### src/rtl/map_arbiter_if.sv
`default_nettype none
// ============================================================================
// Module      : map_arbiter_if
// Description : Bundles the two lookup request ports, the map ROM address /
//               data path and the shared response bus of map_arbiter.
//               master : the requester side (tracer, overlay, ROM model).
//               slave  : the arbiter side.
// Signals     : req0_valid/col/row/ready  port 0 (tracer) lookup request
//               req1_valid/col/row/ready  port 1 (overlay/debug) request
//               rom_col, rom_row          registered address to map ROM
//               rom_val                   combinational ROM data back
//               resp0_valid, resp1_valid  one-cycle response pulses
//               resp_val                  shared registered lookup result
// Revision    : 1.0  initial release
// ============================================================================
interface map_arbiter_if #(
  parameter int COLBITS = 4,
  parameter int ROWBITS = 4,
  parameter int BITS    = 2
);
  logic               req0_valid;
  logic [COLBITS-1:0] req0_col;
  logic [ROWBITS-1:0] req0_row;
  logic               req0_ready;

  logic               req1_valid;
  logic [COLBITS-1:0] req1_col;
  logic [ROWBITS-1:0] req1_row;
  logic               req1_ready;

  logic [COLBITS-1:0] rom_col;
  logic [ROWBITS-1:0] rom_row;
  logic [BITS-1:0]    rom_val;

  logic               resp0_valid;
  logic               resp1_valid;
  logic [BITS-1:0]    resp_val;

  modport master (
    output req0_valid, req0_col, req0_row,
    input  req0_ready,
    output req1_valid, req1_col, req1_row,
    input  req1_ready,
    input  rom_col, rom_row,
    output rom_val,
    input  resp0_valid, resp1_valid, resp_val
  );

  modport slave (
    input  req0_valid, req0_col, req0_row,
    output req0_ready,
    input  req1_valid, req1_col, req1_row,
    output req1_ready,
    output rom_col, rom_row,
    input  rom_val,
    output resp0_valid, resp1_valid, resp_val
  );
endinterface
`default_nettype wire

### src/rtl/map_arbiter.sv
`default_nettype none
// ============================================================================
// Module      : map_arbiter
// Description : Two-port arbiter in front of a combinational map ROM.
//               Port 0 (tracer) has priority; port 1 is forced a grant once
//               it has been denied MAXWAIT times. Two-stage pipeline:
//               stage 1 registers the ROM address and requester id, stage 2
//               captures the ROM value and pulses the per-port response.
// Ports       : clk      single clock, rising edge
//               reset_n  asynchronous active-low reset
//               bus      map_arbiter_if.slave (requests, ROM, responses)
// Revision    : 1.0  initial release
// ============================================================================
module map_arbiter #(
  parameter int COLBITS = 4,
  parameter int ROWBITS = 4,
  parameter int BITS    = 2,
  parameter int MAXWAIT = 4
) (
  input  logic          clk,
  input  logic          reset_n,
  map_arbiter_if.slave  bus
);

  localparam logic [3:0] WAIT_LIMIT = 4'(MAXWAIT);
  localparam logic [3:0] WAIT_SAT   = 4'hF;

  logic               grant0;
  logic               grant1;

  logic [3:0]         wait1_q,     wait1_d;
  logic               s1_valid_q,  s1_valid_d;
  logic               s1_id_q,     s1_id_d;
  logic [COLBITS-1:0] rom_col_q,   rom_col_d;
  logic [ROWBITS-1:0] rom_row_q,   rom_row_d;
  logic [BITS-1:0]    resp_val_q,  resp_val_d;
  logic               resp0_q,     resp0_d;
  logic               resp1_q,     resp1_d;

  // Arbitration. Grants double as readies, so reset_n gates them directly:
  // nothing may be accepted while reset is held, whatever the valids say.
  always_comb begin
    grant1 = reset_n && bus.req1_valid &&
             (!bus.req0_valid || (wait1_q >= WAIT_LIMIT));
    grant0 = reset_n && bus.req0_valid && !grant1;
  end

  always_comb begin
    // Starvation counter for port 1: counts denied cycles while it asks.
    wait1_d = wait1_q;
    if (grant1) begin
      wait1_d = 4'd0;
    end else if (bus.req1_valid && (wait1_q != WAIT_SAT)) begin
      wait1_d = wait1_q + 4'd1;
    end

    // Stage 1: address to ROM plus requester id.
    s1_valid_d = grant0 || grant1;
    s1_id_d    = grant1;
    rom_col_d  = rom_col_q;
    rom_row_d  = rom_row_q;
    if (grant1) begin
      rom_col_d = bus.req1_col;
      rom_row_d = bus.req1_row;
    end else if (grant0) begin
      rom_col_d = bus.req0_col;
      rom_row_d = bus.req0_row;
    end

    // Stage 2: capture the ROM value; resp_val is sticky between pulses.
    resp0_d    = s1_valid_q && !s1_id_q;
    resp1_d    = s1_valid_q &&  s1_id_q;
    resp_val_d = s1_valid_q ? bus.rom_val : resp_val_q;
  end

  always_ff @(posedge clk or negedge reset_n) begin
    if (!reset_n) begin
      wait1_q    <= 4'd0;
      s1_valid_q <= 1'b0;
      s1_id_q    <= 1'b0;
      rom_col_q  <= '0;
      rom_row_q  <= '0;
      resp_val_q <= '0;
      resp0_q    <= 1'b0;
      resp1_q    <= 1'b0;
    end else begin
      wait1_q    <= wait1_d;
      s1_valid_q <= s1_valid_d;
      s1_id_q    <= s1_id_d;
      rom_col_q  <= rom_col_d;
      rom_row_q  <= rom_row_d;
      resp_val_q <= resp_val_d;
      resp0_q    <= resp0_d;
      resp1_q    <= resp1_d;
    end
  end

  assign bus.req0_ready  = grant0;
  assign bus.req1_ready  = grant1;
  assign bus.rom_col     = rom_col_q;
  assign bus.rom_row     = rom_row_q;
  assign bus.resp_val    = resp_val_q;
  assign bus.resp0_valid = resp0_q;
  assign bus.resp1_valid = resp1_q;

endmodule
`default_nettype wire

### src/flat_wrapper.sv
// flat-port wrapper written by rule: the top's interface ports become plain ports
module map_arbiter_flat 
#(
  parameter int COLBITS = 4,
  parameter int ROWBITS = 4,
  parameter int BITS    = 2,
  parameter int MAXWAIT = 4
)
  (clk, reset_n, bus_req0_valid, bus_req0_col, bus_req0_row, bus_req0_ready, bus_req1_valid, bus_req1_col, bus_req1_row, bus_req1_ready, bus_rom_col, bus_rom_row, bus_rom_val, bus_resp0_valid, bus_resp1_valid, bus_resp_val);
  map_arbiter_if #(.COLBITS(COLBITS), .ROWBITS(ROWBITS), .BITS(BITS)) bus_i ();
  input  logic clk;
  input  logic reset_n;
  input wire logic [$bits(bus_i.req0_valid)-1:0] bus_req0_valid;
  input wire logic [$bits(bus_i.req0_col)-1:0] bus_req0_col;
  input wire logic [$bits(bus_i.req0_row)-1:0] bus_req0_row;
  output wire logic [$bits(bus_i.req0_ready)-1:0] bus_req0_ready;
  input wire logic [$bits(bus_i.req1_valid)-1:0] bus_req1_valid;
  input wire logic [$bits(bus_i.req1_col)-1:0] bus_req1_col;
  input wire logic [$bits(bus_i.req1_row)-1:0] bus_req1_row;
  output wire logic [$bits(bus_i.req1_ready)-1:0] bus_req1_ready;
  output wire logic [$bits(bus_i.rom_col)-1:0] bus_rom_col;
  output wire logic [$bits(bus_i.rom_row)-1:0] bus_rom_row;
  input wire logic [$bits(bus_i.rom_val)-1:0] bus_rom_val;
  output wire logic [$bits(bus_i.resp0_valid)-1:0] bus_resp0_valid;
  output wire logic [$bits(bus_i.resp1_valid)-1:0] bus_resp1_valid;
  output wire logic [$bits(bus_i.resp_val)-1:0] bus_resp_val;
  assign bus_i.req0_valid = bus_req0_valid;
  assign bus_i.req0_col = bus_req0_col;
  assign bus_i.req0_row = bus_req0_row;
  assign bus_req0_ready = bus_i.req0_ready;
  assign bus_i.req1_valid = bus_req1_valid;
  assign bus_i.req1_col = bus_req1_col;
  assign bus_i.req1_row = bus_req1_row;
  assign bus_req1_ready = bus_i.req1_ready;
  assign bus_rom_col = bus_i.rom_col;
  assign bus_rom_row = bus_i.rom_row;
  assign bus_i.rom_val = bus_rom_val;
  assign bus_resp0_valid = bus_i.resp0_valid;
  assign bus_resp1_valid = bus_i.resp1_valid;
  assign bus_resp_val = bus_i.resp_val;
  map_arbiter #(.COLBITS(COLBITS), .ROWBITS(ROWBITS), .BITS(BITS), .MAXWAIT(MAXWAIT)) u_core (.clk(clk), .reset_n(reset_n), .bus(bus_i));
endmodule
### config.mk
export PLATFORM = sky130hd
export DESIGN_NAME = map_arbiter_flat
export DESIGN_NICKNAME = d
export VERILOG_FILES = /design/src/rtl/map_arbiter_if.sv /design/src/rtl/map_arbiter.sv /design/src/flat_wrapper.sv
export SDC_FILE = /design/constraint.sdc
export NUM_CORES = 1
export LEC_CHECK = 0
export BUFFER_PORTS_ARGS = -buffer_cell sky130_fd_sc_hd__buf_2
export CAP_MARGIN = 20
export CORE_UTILIZATION = 30
export CTS_BUF_LIST = sky130_fd_sc_hd__clkbuf_8
export DETAILED_ROUTE_END_ITERATION = 10
export REMOVE_ABC_BUFFERS = 1
export SLEW_MARGIN = 25
export SYNTH_ARGS = -nofsm -noshare
export SYNTH_HDL_FRONTEND = slang
export SYNTH_SLANG_ARGS = --single-unit
### constraint.sdc
create_clock -name clk -period 3.6 [get_ports clk]
set_input_delay 0.36 -clock clk [delete_from_list [all_inputs] [get_ports clk]]
set_output_delay 0.36 -clock clk [all_outputs]
set_load 0.005 [all_outputs]
* Word level (Yosys, flattened, before mapping)
Cells that the tools add are included.
** Operators by class
- Reduce and logical (&&, ||, !) cells :: 14
- Add/sub/neg operators :: 1
- $lt $le $gt $ge :: 1
- Eq/ne operators :: 1
- Muxes and demuxes :: 6
** Operator list (count)
- $mux 4 :: 6
- $logic_and 1x1->1 :: 7
- $add 4x1->4 const B :: 1
- $ge 4x3->1 const B :: 1
- $ne 4x4->1 const B :: 1
- $reduce_bool 2->1 :: 2
- $logic_not 1->1 :: 3
- $logic_or 1x1->1 :: 2
** Storage, ports and cells
- Output and inout bits :: 14
- Word-level logic and storage cells :: 31
- Flip-flop bits (word level) :: 18
- Input port bits :: 22

* Logic depth before layout (Yosys ltp)
Gate-level depths: netlist (run 1).
- Word-level depth :: 7
- Depth in mapped cells :: 4
- Gate-level depth less buffers :: 4

* Least setup slack after synthesis (run 1)
OpenSTA, ideal clock, no wires.
- Path type :: reg2reg
- From :: reg u_core.wait1_q[0]
- To :: reg u_core.wait1_q[0]
- Buffers on the path :: 0
- Required time :: 3.523 ns
- Clock period less this slack :: 1.293 ns
- Setup slack :: 2.307 ns
- Stages on the path, launching flop included :: 5
- Arrival :: 1.216 ns
- Setup time :: 0.077 ns
- Cells stage by stage :: dfrtp_1 > ha_1 > and3_1 > or3_1 > a21oi_1
** Between the ends
- Cells in the longest elaborated chain, start to end :: 4
- Elaborated cells between the ends (all ways) :: 9
- Those cells by class :: add/sub: 1; order compare: 1; eq/ne: 1; mux: 2; reduce/logical: 4
** RTL lines
- from (decl) :: RTL line map_arbiter.sv:31 : logic [3:0] wait1_q, wait1_d;
- from (signal assigned) :: RTL line map_arbiter.sv:87 : wait1_q <= wait1_d;
- $ge 4x3->1 :: RTL line map_arbiter.sv:44 : (!bus.req0_valid || (wait1_q >= WAIT_LIMIT));
- $logic_or 1x1->1 :: RTL line map_arbiter.sv:44
- $logic_and 1x1->1 :: RTL line map_arbiter.sv:43 : grant1 = reset_n && bus.req1_valid &&
- $mux 4 / $reduce_bool 2->1 (equally long branches)
Several ways; a longest one is shown, not always the timed one. The select of a mux whose other input is x is not followed.
A chain may end at the register's enable or synchronous reset.

* Final worst setup path (run 1)
- From :: in reset_n
- To :: out bus_req0_ready
** Between the ends
- Cells in the longest elaborated chain, start to end :: 4
- Elaborated cells between the ends (all ways) :: 5
- Those cells by class :: reduce/logical: 5
** RTL lines
- from (decl) :: RTL line flat_wrapper.sv:12 : input logic reset_n;
- $logic_and 1x1->1 (2 in a row) :: RTL line map_arbiter.sv:43
- $logic_not 1->1 :: RTL line map_arbiter.sv:45 : grant0 = reset_n && bus.req0_valid && !grant1;
- $logic_and 1x1->1 * :: RTL line map_arbiter.sv:45
- to (decl) :: RTL line flat_wrapper.sv:16 : output wire logic [$bits(bus_i.req0_ready)-1:0] bus_req0_ready;
Mark *: on every way between the ends. The rest lies on a longest branch, timed or not.

==> impl_results.md, run 1 <==
* Post-CTS Setup Repair Bufs at 0
* Antenna Cells at 0
* Final Max Tran Viols at 0
* Total die area at slightly below 0.003 mm^2
* Syn_area_per_cell at around 13 um^2
* Unrepaired setup endpoints after global routing: no
* Final number of hold-violating endpoints at 0
* Maximum clock insertion buffer count at 2
* Area growth from synthesis to layout at 29.57%
* Headroom to the max-slew limit at 0.6812
* Fraction of layout instances using a drive strength above 1 at 0.5918
* Total negative setup slack at 0 ns
* Yosys warns at 0
* Setup clock skew after layout at 0.0007843 ns
* CTS Buf Count at 3
* Via total after detailed routing at ~620
* Final net count at roughly 120
* Biggest fanout along the worst timing path at 20
* Hold bufs inserted after CTS at 0
* Total internal power at around 420 uW
* Initial Util at 0.3254
* Largest stage delay, worst path at between 0.4 and 0.5 ns
* Via count of the first global-routing pass at around 600
* Share of the clock period used by the worst path after layout at 0.5352
* Sequential share of power at 0.494
* Result of the run: finished clean
* Horizontal die dimension at 54.31 um
* Pin slew with the least headroom to its limit at 0.4771 ns
* Number of storage elements in the synthesis netlist at 18
* Drt total wl at between 1 and 1.5 mm
* Worst Hold Class: in2async
* Area of the multi-input gates at between 300 and 400 um^2
* Synthesized netlist cell count at 61
* Crit path DAT at about 1.6 ns
* Setup-violating endpoint count in the final report at 0
* Placeable core region at roughly 0.0025 mm^2
* Die extent in y at roughly 54 um
* Clock share of power at 0.230
* Source-to-sink clock delay at the later pin of the worst-skew pair at 0.24 ns
* CP startpoint kind: primary input
* Antenna violations before repair at 0
* Post-route insts no fill at 128
* Required time of the critical path at roughly 3.2 ns
* Layout Utilization at 0.4216
* P per Cell Area at between 500 and 600 mW/mm^2
* Post-synth top area share at 0.5488
* Pre-antenna DRT Iters at 1
* Clock sink total at 18
* Boundary pin count at 36
* Number of different library cells in the post-synthesis netlist at 21
* Net switching power at about 150 uW
* Worst path slowest cell: sky130_fd_sc_hd__a21oi_4
* Row cnt at 18
* Shortest period the worst path allows at 1.927 ns
* Root buffer cell: sky130_fd_sc_hd__clkbuf_8
* H-tree levels at 1
* Max Clk Rate at 519.0 MHz
* Switching share of power at 0.2708
* Worst slack on hold paths at approximately 0.06 ns
* Cell Chain, Critical Path: buf_2 > nand2_1 > a21oi_4 > nor2_1 > buf_2
* Number of input and output port buffers inserted at 35
* GR Util All Layers at 0.1207
* Peak supply drop at roughly 0.24 mV
* P_leak at about 0.52 nW
* Area taken by flip-flops and latches at between 400 and 500 um^2
* Worst Path Class, Setup: in2out
* Most numerous cell on the critical path: sky130_fd_sc_hd__buf_2
* First-pass GRT wire length at 2.525 mm
* Cell area after technology mapping at slightly above 800 um^2
* Leading cell types by total area after synthesis: sky130_fd_sc_hd__dfrtp_1 (55%), sky130_fd_sc_hd__mux2_2 (25%), sky130_fd_sc_hd__a21oi_4 (2.0%)
* Final weighted congestion of routability-driven global placement at 0.6953
* Average detailed-routed wire length per instance at 11.54 um
* Number of instances in the placed design at approximately 130
* Layout filler cell count at ~260
* Sequential area share after synthesis at 0.5488
* Cell taking the most area after synthesis: sky130_fd_sc_hd__dfrtp_1
* Starting DRC count in detailed routing at 0
* TritonCTS clock tree: built
* Clock slew at reported path FFs at 0.06 ns
* Pin count of the biggest net entering global routing at 21
* GRT overflow at 0
* Post-DRT Antenna Nets at 0
* Remaining DRCs at 0
* Vias per Instance at between 4 and 5
* Worst setup EP type: output pin
* Post-cts resize count at 0
* Max cap viols at 0
* Combinational power share at 0.276
* DP HPWL at approximately 1.1 mm
[synth_stat cells]
| cell | number |
|---|---|
| sky130_fd_sc_hd__dfrtp_1 | 18 |
| sky130_fd_sc_hd__mux2_2 | 18 |
| sky130_fd_sc_hd__a21oi_1 | 3 |
| sky130_fd_sc_hd__inv_1 | 2 |
| sky130_fd_sc_hd__nor2_1 | 2 |
| sky130_fd_sc_hd__nor3_1 | 2 |
| sky130_fd_sc_hd__o21ai_0 | 2 |
| sky130_fd_sc_hd__a211oi_1 | 1 |
| sky130_fd_sc_hd__a21oi_4 | 1 |
| sky130_fd_sc_hd__and2_1 | 1 |
| sky130_fd_sc_hd__and3_1 | 1 |
| sky130_fd_sc_hd__and4_1 | 1 |
| sky130_fd_sc_hd__buf_6 | 1 |
| sky130_fd_sc_hd__ha_1 | 1 |
| sky130_fd_sc_hd__nand2_1 | 1 |
| sky130_fd_sc_hd__nand2_4 | 1 |
| sky130_fd_sc_hd__nand3b_1 | 1 |
| sky130_fd_sc_hd__nand4_1 | 1 |
| sky130_fd_sc_hd__nor2b_1 | 1 |
| sky130_fd_sc_hd__or2b_1 | 1 |
| sky130_fd_sc_hd__or3_1 | 1 |
[state kept, by name (all words and copies together) (netlist names)]
name,flops
u_core.bus.rom_row,4
u_core.bus.resp_val,2
u_core.bus.rom_col,4
u_core.wait1_q,4
u_core.bus.resp0_valid,1
u_core.s1_valid_q,1
u_core.s1_id_q,1
u_core.bus.resp1_valid,1
[power by group through the flow]
| stage | sequential, mW | combinational, mW | clock [mW] |
|---|---|---|---|
| 6_report | 0.283 | 0.158 | 0.132 |
| 5_1_grt | 0.289 | 0.179 | 0.147 |
| 4_1_cts | 0.282 | 0.162 | 0.137 |
| 3_5_place_dp | 0.285 | 0.162 | 0 |
| 3_3_place_gp | 0.284 | 0.156 | 0 |
| 2_1_floorplan | 0.285 | 0.0938 | 0 |
[cells by family after synthesis]
group | synth area share
AOI/OAI and AO/OA | 0.05946
adders and majority gates | 0.01524
buffers and inverters | 0.02287
DFF | 0.5488
muxes | 0.2469
and+or+nand+nor | 0.1067
[cell type report]
type                    count  share of cell area
inverters                   2            0.007059
repair buffers             35              0.1647
flip-flops and latches     18              0.4235
well taps                  30             0.03529
multi-input cells          40              0.3306
clock buffers               3             0.03882
[per-layer routing]
metal | vias to the layer above | track usage | routed length (um)
li1 | 292 | - | -
met1 | 295 | 0.1549 | 637
met2 | 26 | 0.1951 | 720
met3 | 2 | 0.02500 | 106
met4 | 0 | 0.05128 | 13
met5 | - | 0 | 0
[cell usage in the layout, fill, tap and decap left out, types with 2 or more instances in the layout]
master / count
sky130_fd_sc_hd__inv_1: 2
sky130_fd_sc_hd__nor2_1: 2
sky130_fd_sc_hd__clkbuf_8: 3
sky130_fd_sc_hd__mux2_2: 18
sky130_fd_sc_hd__nor3_1: 2
sky130_fd_sc_hd__dfrtp_1: 18
sky130_fd_sc_hd__buf_2: 35
sky130_fd_sc_hd__a21oi_1: 3
sky130_fd_sc_hd__o21ai_0: 2
[path summary, 6_finish.rpt]
path | start | end | slack [ns] | cells past startpoint
max | reset_n | bus_req0_ready | 1.67 | 5
min | reset_n | u_core.bus.rom_row[3] | 0.06 | 1
max reg2reg | u_core.wait1_q[2] | u_core.bus.rom_row[1] | 2.19 | 3
min reg2reg | u_core.s1_id_q | u_core.bus.resp0_valid | 0.41 | 1
max in group asynchronous | reset_n | u_core.bus.rom_col[1] | 3.23 | 1
min in group clk | bus_req1_row[3] | u_core.bus.rom_row[3] | 0.35 | 2
[worst max-delay path, delay by kind of cell]
kind / cells / cell delay [ns]
buf+inv: 2 / 0.52
simple gates: 2 / 0.26
compound gates: 1 / 0.43
[stage by stage]
step | power [mW] | instance area, um^2 | setup slack, ns
2_1_floorplan | 0.3789 | 809.5 | 2.306
3_5_place_dp | 0.4468 | 1022 | 1.604
4_1_cts | 0.5814 | 1064 | 1.618
5_1_grt | 0.6146 | 1064 | 1.468
6_report | 0.5723 | 1064 | 1.673
3_3_place_gp | 0.4404 | 1022 | 1.667
(Power assumes the default switching activity.)
==> run 2, diff against run 1 <==
- clock period: 3.6 -> 1.6 ns (I/O delays scaled with it)
==> run 2 against run 1 <==
Net effect:
- non-clock buffer count rose by 4
- worst hold slack improved by 0.072 ns
- sequential power rose by 120%
- design area rose by 4.4%
- total power rose by 140%
- via count rose by 2.0%
- global-route usage rose by 0.43 points
- combinational power rose by 130%
- critical endpoint unchanged
- cell count rose by 3.9%
==> impl_results.md, run 2 (synthesis results as in run 1) <==
* Total die area at 0.002949 mm^2 (unchanged)
* Remaining DRCs at 0 (unchanged)
* Setup-violating endpoint count in the final report at 0 (unchanged)
* Average detailed-routed wire length per instance at 11.86 um (+2.8%)
* Clock share of power at 0.268 (+0.038)
* Result of the run: finished clean
* Destination of the worst register-to-register timing path: u_core.wait1_q[0]
* M3 GR Usage at 0.05833 (+0.03333)
* Clock sink total at 18 (unchanged)
* Worst setup slack after layout at 0.07282 ns (-1.601 ns)
* Pin slew with the least headroom to its limit at 0.2379 ns (-0.2392 ns)
* Cell Chain, Critical Path: dlygate4sd3_1 > buf_2 > nand2_1 > a21oi_4 > buf_4 > nor2_1 > buf_2
* Setup slack of the worst register-to-register path at 0.20 ns (-1.99 ns)
* Worst setup EP type: output pin
* Vias per Instance at 4.714 (-1.9%)
* Max Clk Rate at about 650 MHz
* Buf/Inv on CP at 4 (+2)
* Final Max Tran Viols at 0 (unchanged)
* Antenna Cells at 0 (unchanged)
* Worst Hold Class: in2reg
* Setup clock skew after layout at 0.003532 ns (+0.002747 ns)
* Max cap viols at 0 (unchanged)
* TritonCTS clock tree: built
* Power consumption at 1.370 mW (+140%)
* Hold path startpoint: bus_req1_col[2]
* Worst Path Class, Setup: in2out
* Commonest cells after routing, fill and taps aside: sky130_fd_sc_hd__buf_2 (35), sky130_fd_sc_hd__mux2_2 (18), sky130_fd_sc_hd__dfrtp_1 (18)
* Met1 Usage GRT at 0.1382 (-0.01668)
* GRT overflow at 0 (unchanged)
* Root buffer cell: sky130_fd_sc_hd__clkbuf_8
* Post-route insts no fill at 133 (+3.9%)
* Via count of the first global-routing pass at 624 (+1.5%)
* P per Cell Area at 1235 mW/mm^2 (+130%)
* Post-CTS Setup Repair Bufs at 0 (unchanged)
* Via total after detailed routing at 627 (+2.0%)
* Biggest fanout along the worst timing path at 7 (-65%)
* Final weighted congestion of routability-driven global placement at 0.7204 (+3.6%)
* Top Family by Delay on Critical Path: buffers and inverters
* P_leak at 0.5479 nW (+5.1%)
* Drt total wl at 1.578 mm (+6.8%)
* Initial Util at 0.3254 (unchanged)
* Worst slack, placed at 0.2176 ns (-1.387 ns)
* Horizontal die dimension at 54.31 um (unchanged)
* Boundary pin count at 36 (unchanged)
* Maximum clock insertion buffer count at 2 (unchanged)
* Number of input and output port buffers inserted at 35 (unchanged)
* Placeable core region at 0.002522 mm^2 (unchanged)
* CTS Buf Count at 3 (unchanged)
* GR Util All Layers at 0.1250 (+0.004300)
* Crit path DAT at 1.37 ns (-0.20 ns)
* Worst slack on hold paths at 0.1317 ns (+0.07211 ns)
* Shortest period the worst path allows at about 1.5 ns
* Worst setup path endpoint: bus_req0_ready
* Source-to-sink clock delay at the later pin of the worst-skew pair at 0.25 ns (about the same)
* Fraction of layout instances using a drive strength above 1 at 0.6019 (+0.01011)
* Headroom to the max-slew limit at 0.8414 (+0.1601)
* Total negative setup slack at 0 ns (unchanged)
* Number of instances in the placed design at 128 (+2.4%)
* Combinational power share at 0.269 (-0.007)
* CP startpoint kind: primary input
* Post-DRT Antenna Nets at 0 (unchanged)
* Layout filler cell count at 259 (-1.9%)
* Post-cts resize count at 0 (unchanged)
* Stages on the worst setup path at 7 (+2)
* Area of the multi-input gates at 351.6 um^2 (unchanged)
* First-pass GRT wire length at 2.553 mm (+1.1%)
* Worst path slowest cell: sky130_fd_sc_hd__dlygate4sd3_1
* Beginning of the critical path: reset_n
* Peak supply drop at 0.6924 mV (+180%)
* Most numerous cell on the critical path: sky130_fd_sc_hd__buf_2
* Total internal power at 1.002 mW (+140%)
* Antenna violations before repair at 0 (unchanged)
* Count of cells along the worst register-to-register path at 4 (+1)
* Largest stage delay, worst path at 0.52 ns (+0.09 ns)
* Clock slew at reported path FFs at 0.07 ns (about the same)
* Final number of hold-violating endpoints at 0 (unchanged)
* Starting DRC count in detailed routing at 5 (+5)
* Origin of the critical flop-to-flop path: u_core.wait1_q[0]
* Area growth from synthesis to layout at 35.21%
* Row cnt at 18 (unchanged)
* Area taken by flip-flops and latches at 450.4 um^2 (unchanged)
* Final net count at 127 (+3.3%)
* Pre-antenna DRT Iters at 2 (+1)
* DP HPWL at 1.213 mm (+6.5%)
* Most common cell after layout, fill and taps aside: sky130_fd_sc_hd__buf_2
* H-tree levels at 1 (unchanged)
* Pin count of the biggest net entering global routing at 19 (-9.5%)
* Switching share of power at 0.2684 (-0.002407)
* Met2 usage in global routing at 0.2053 (+0.01016)
* Net switching power at 367.8 uW (+140%)
* Die extent in y at 54.31 um (unchanged)
* Required time of the critical path at 1.44 ns (-1.80 ns)
* Sequential share of power at 0.463 (-0.031)
* Share of the clock period used by the worst path after layout at 0.9545
* Unrepaired setup endpoints after global routing: no
* Layer carrying the most global-route usage: met2
run 2: final cells by class:
type                            count  share of cell area
Sequential cell                    18              0.4059
Timing Repair Buffer               39              0.1871
Clock buffer                        4             0.04961
Tap cell                           30             0.03382
Multi-Input combinational cell     40              0.3168
Inverter                            2            0.006764
run 2: metal layers:
metal,up-vias,wire (um)
met5,-,0
met4,0,28
met3,4,131
met2,28,752
met1,295,666
li1,300,-
run 2: worst min path at each step:
stage / endpoint / slack, ns / cells after the start
final: u_core.bus.rom_col[2] / 0.13 / 2
after global routing: u_core.bus.rom_col[3] / 0.12 / 2
after CTS: u_core.bus.rom_col[1] / 0.13 / 2
after detailed placement: u_core.bus.rom_row[3] / 0.21 / 2
after global placement: u_core.bus.rom_row[0] / 0.20 / 2
after floorplan: u_core.bus.resp0_valid / -0.14 / 0
run 2: through the flow:
step                      area, um^2    util
final                           1110  0.4400
after global routing            1110  0.4400
after CTS                       1110  0.4400
after detailed placement        1045  0.4142
after global placement          1045  0.4142
after floorplan                809.5       -
run 2: power groups by stage:
stage	Combinational [mW]	Clock [mW]	Sequential, mW
6_report	0.369	0.367	0.634
5_1_grt	0.415	0.405	0.653
4_1_cts	0.376	0.382	0.635
3_5_place_dp	0.374	0	0.642
3_3_place_gp	0.360	0	0.636
2_1_floorplan	0.211	0	0.642
run 2: what timing repair did:
action                                  CTS  global route
endpoints found under the setup margin    0             0
endpoints found under the hold margin    18             0
hold buffers                              1             0
run 2: worst register-to-register path, cell delays in order (launching register included):
cell and delay, ns:
sky130_fd_sc_hd__dfrtp_1 0.41, sky130_fd_sc_hd__ha_1 0.24, sky130_fd_sc_hd__and3_1 0.22, sky130_fd_sc_hd__or3_1 0.32, sky130_fd_sc_hd__a21oi_1 0.14
==> run 3, diff against run 2 <==
- MAX_ROUTING_LAYER: default -> met4
- clock period: 1.6 -> 1.49 ns (I/O delays scaled with it)
==> run 3 against run 2 <==
Net effect:
- first-iteration DRC count increased by 100%
- via count increased by 2.1%
- sequential share of layout area decreased by 1.3 points
- total power increased by 9.2%
- global-route usage decreased by 0.43 points
- critical path depth decreased by 3
==> impl_results.md, run 3 (synthesis results as in run 1) <==
* Final net count at 130 (+2.4%)
* Required time of the critical path at 1.66 ns (+0.22 ns)
* Via total after detailed routing at 640 (+2.1%)
* Drt total wl at 1.561 mm (-1.1%)
* CP startpoint kind: flip-flop
* GRT overflow at 0 (unchanged)
* Initial Util at 0.3254 (unchanged)
* Setup-violating endpoint count in the final report at 0 (unchanged)
* Setup clock skew after layout at 0.001091 ns (-0.002440 ns)
* P_leak at 0.5648 nW (+3.1%)
* Worst Hold Class: in2reg
* Horizontal die dimension at 54.31 um (unchanged)
* Max cap viols at 0 (unchanged)
* DP HPWL at 1.152 mm (-5.1%)
* Pre-antenna DRT Iters at 2 (unchanged)
* Antenna Cells at 0 (unchanged)
* Biggest fanout along the worst timing path at 4 (-3)
* Shortest period the worst path allows at about 1.4 ns
* Headroom to the max-slew limit at 0.8258 (-0.01558)
* Die extent in y at 54.31 um (unchanged)
* First-pass GRT wire length at 2.428 mm (-4.9%)
* Antenna violations before repair at 0 (unchanged)
* Area growth from synthesis to layout at 39.79%
* Worst setup slack after layout at 0.08420 ns (+0.01138 ns)
* Via count of the first global-routing pass at 614 (-1.6%)
* Total placed instance area at 0.001037 mm^2 (-0.72%)
* Starting DRC count in detailed routing at 10 (+5)
* Unrepaired setup endpoints after global routing: no
* Crit path DAT at 1.58 ns (+0.21 ns)
* Worst slack, placed at 0.07355 ns (-0.1441 ns)
* Maximum clock insertion buffer count at 2 (unchanged)
* Placeable core region at 0.002522 mm^2 (unchanged)
* P per Cell Area at 1305 mW/mm^2 (+5.7%)
* Fraction of layout instances using a drive strength above 1 at 0.6226 (+0.02070)
* GR Util All Layers at 0.1207 (-0.004279)
* Boundary pin count at 36 (unchanged)
* Row cnt at 18 (unchanged)
* Pin count of the biggest net entering global routing at 19 (unchanged)
* Remaining DRCs at 0 (unchanged)
* Total negative setup slack at 0 ns (unchanged)
* Layout filler cell count at 257 (-0.77%)
* H-tree levels at 1 (unchanged)
* Final design area excluding fillers at 0.001147 mm^2 (+3.4%)
* Root buffer cell: sky130_fd_sc_hd__clkbuf_8
* Pin slew with the least headroom to its limit at 0.2607 ns (+0.02279 ns)
* Worst setup EP type: flip-flop
* Post-DRT Antenna Nets at 0 (unchanged)
* Most common cell after layout, fill and taps aside: sky130_fd_sc_hd__buf_2
* Commonest cells after routing, fill and taps aside: sky130_fd_sc_hd__buf_2 (35), sky130_fd_sc_hd__mux2_2 (18), sky130_fd_sc_hd__dfrtp_1 (18)
* Share of the clock period used by the worst path after layout at 0.9435
* Number of input and output port buffers inserted at 35 (unchanged)
* Power consumption at 1.497 mW (+9.2%)
* Average detailed-routed wire length per instance at 11.48 um (-3.3%)
* Clock slew at reported path FFs at 0.07 ns (about the same)
* Worst Path Class, Setup: reg2reg
* Peak supply drop at 0.8030 mV (+16%)
* CTS Buf Count at 3 (unchanged)
* TritonCTS clock tree: built
* Clock sink total at 18 (unchanged)
* Result of the run: finished clean
* Total die area at 0.002949 mm^2 (unchanged)
* Final Max Tran Viols at 0 (unchanged)
* Vias per Instance at 4.706 (-0.18%)
* Max Clk Rate at around 710 MHz
* Source-to-sink clock delay at the later pin of the worst-skew pair at 0.25 ns (about the same)
* Final weighted congestion of routability-driven global placement at 0.7212 (+0.11%)
* Final number of hold-violating endpoints at 0 (unchanged)
==> run 3: cell count changes in the layout (fill, tap and decap cells not counted), sizes merged <==
cell | before | now
buf | 38 | 41
==> run 3: power breakdown <==
| part | switching, mW | total, mW | internal (mW) |
|---|---|---|---|
| combinational | 0.165 | 0.419 | 0.254 |
| sequential | 0.0763 | 0.686 | 0.610 |
| clock | 0.157 | 0.391 | 0.235 |
| total | 0.398 | 1.50 | 1.10 |
==> run 3: area by class of cell <==
cell class              instances  area, um^2  area share
clock buffers                   4       55.05     0.04798
inverters                       2       7.507    0.006543
multi-input cells              40       354.1      0.3086
flip-flops and latches         18       450.4      0.3926
well taps                      30       37.54     0.03272
repair buffers                 42       242.7      0.2116
==> run 3: final timing paths <==
| kind | to | slack (ns) | depth (start not counted) | startpoint |
|---|---|---|---|---|
| max in group asynchronous | u_core.bus.resp_val[0] | 0.86 | 3 | reset_n |
| worst min-delay path | u_core.bus.rom_col[0] | 0.13 | 2 | bus_req1_col[0] |
| min in group asynchronous | u_core.bus.rom_row[3] | 0.44 | 3 | reset_n |
| worst min register to register | u_core.bus.resp0_valid | 0.42 | 1 | u_core.s1_id_q |
| worst max register to register | u_core.wait1_q[0] | 0.08 | 4 | u_core.wait1_q[0] |
| worst max-delay path | u_core.wait1_q[0] | 0.08 | 4 | u_core.wait1_q[0] |
==> run 3: what timing repair did <==
item	4_1_cts	5_1_grt
hold buffers	1	0
hold endpoints to repair	18	0
pin swaps	1	0
gates resized for setup	0	1
setup endpoints to repair	1	1
buffers inserted	4	0
==> run 3: routing by layer <==
layer / wire [um] / track usage
met5: 0 / -
met4: 14 / 0.03846
met3: 92 / 0.04167
met2: 778 / 0.2012
met1: 676 / 0.1347
==> run 3: worst max-delay path: stages, from the launching register on <==
cell,delay [ns]
sky130_fd_sc_hd__dfrtp_1,0.42
sky130_fd_sc_hd__ha_2,0.22
sky130_fd_sc_hd__and3_1,0.21
sky130_fd_sc_hd__or3_1,0.31
sky130_fd_sc_hd__a21oi_1,0.17
==> run 3: stage by stage <==
step                hold slack, ns  std cells  utilization
finish                      0.1260        136       0.4549
global placement            0.1925        127       0.4112
global route                0.1310        136       0.4549
CTS                         0.1204        136       0.4539
floorplan                  -0.1466         60            -
detailed placement          0.1953        127       0.4112
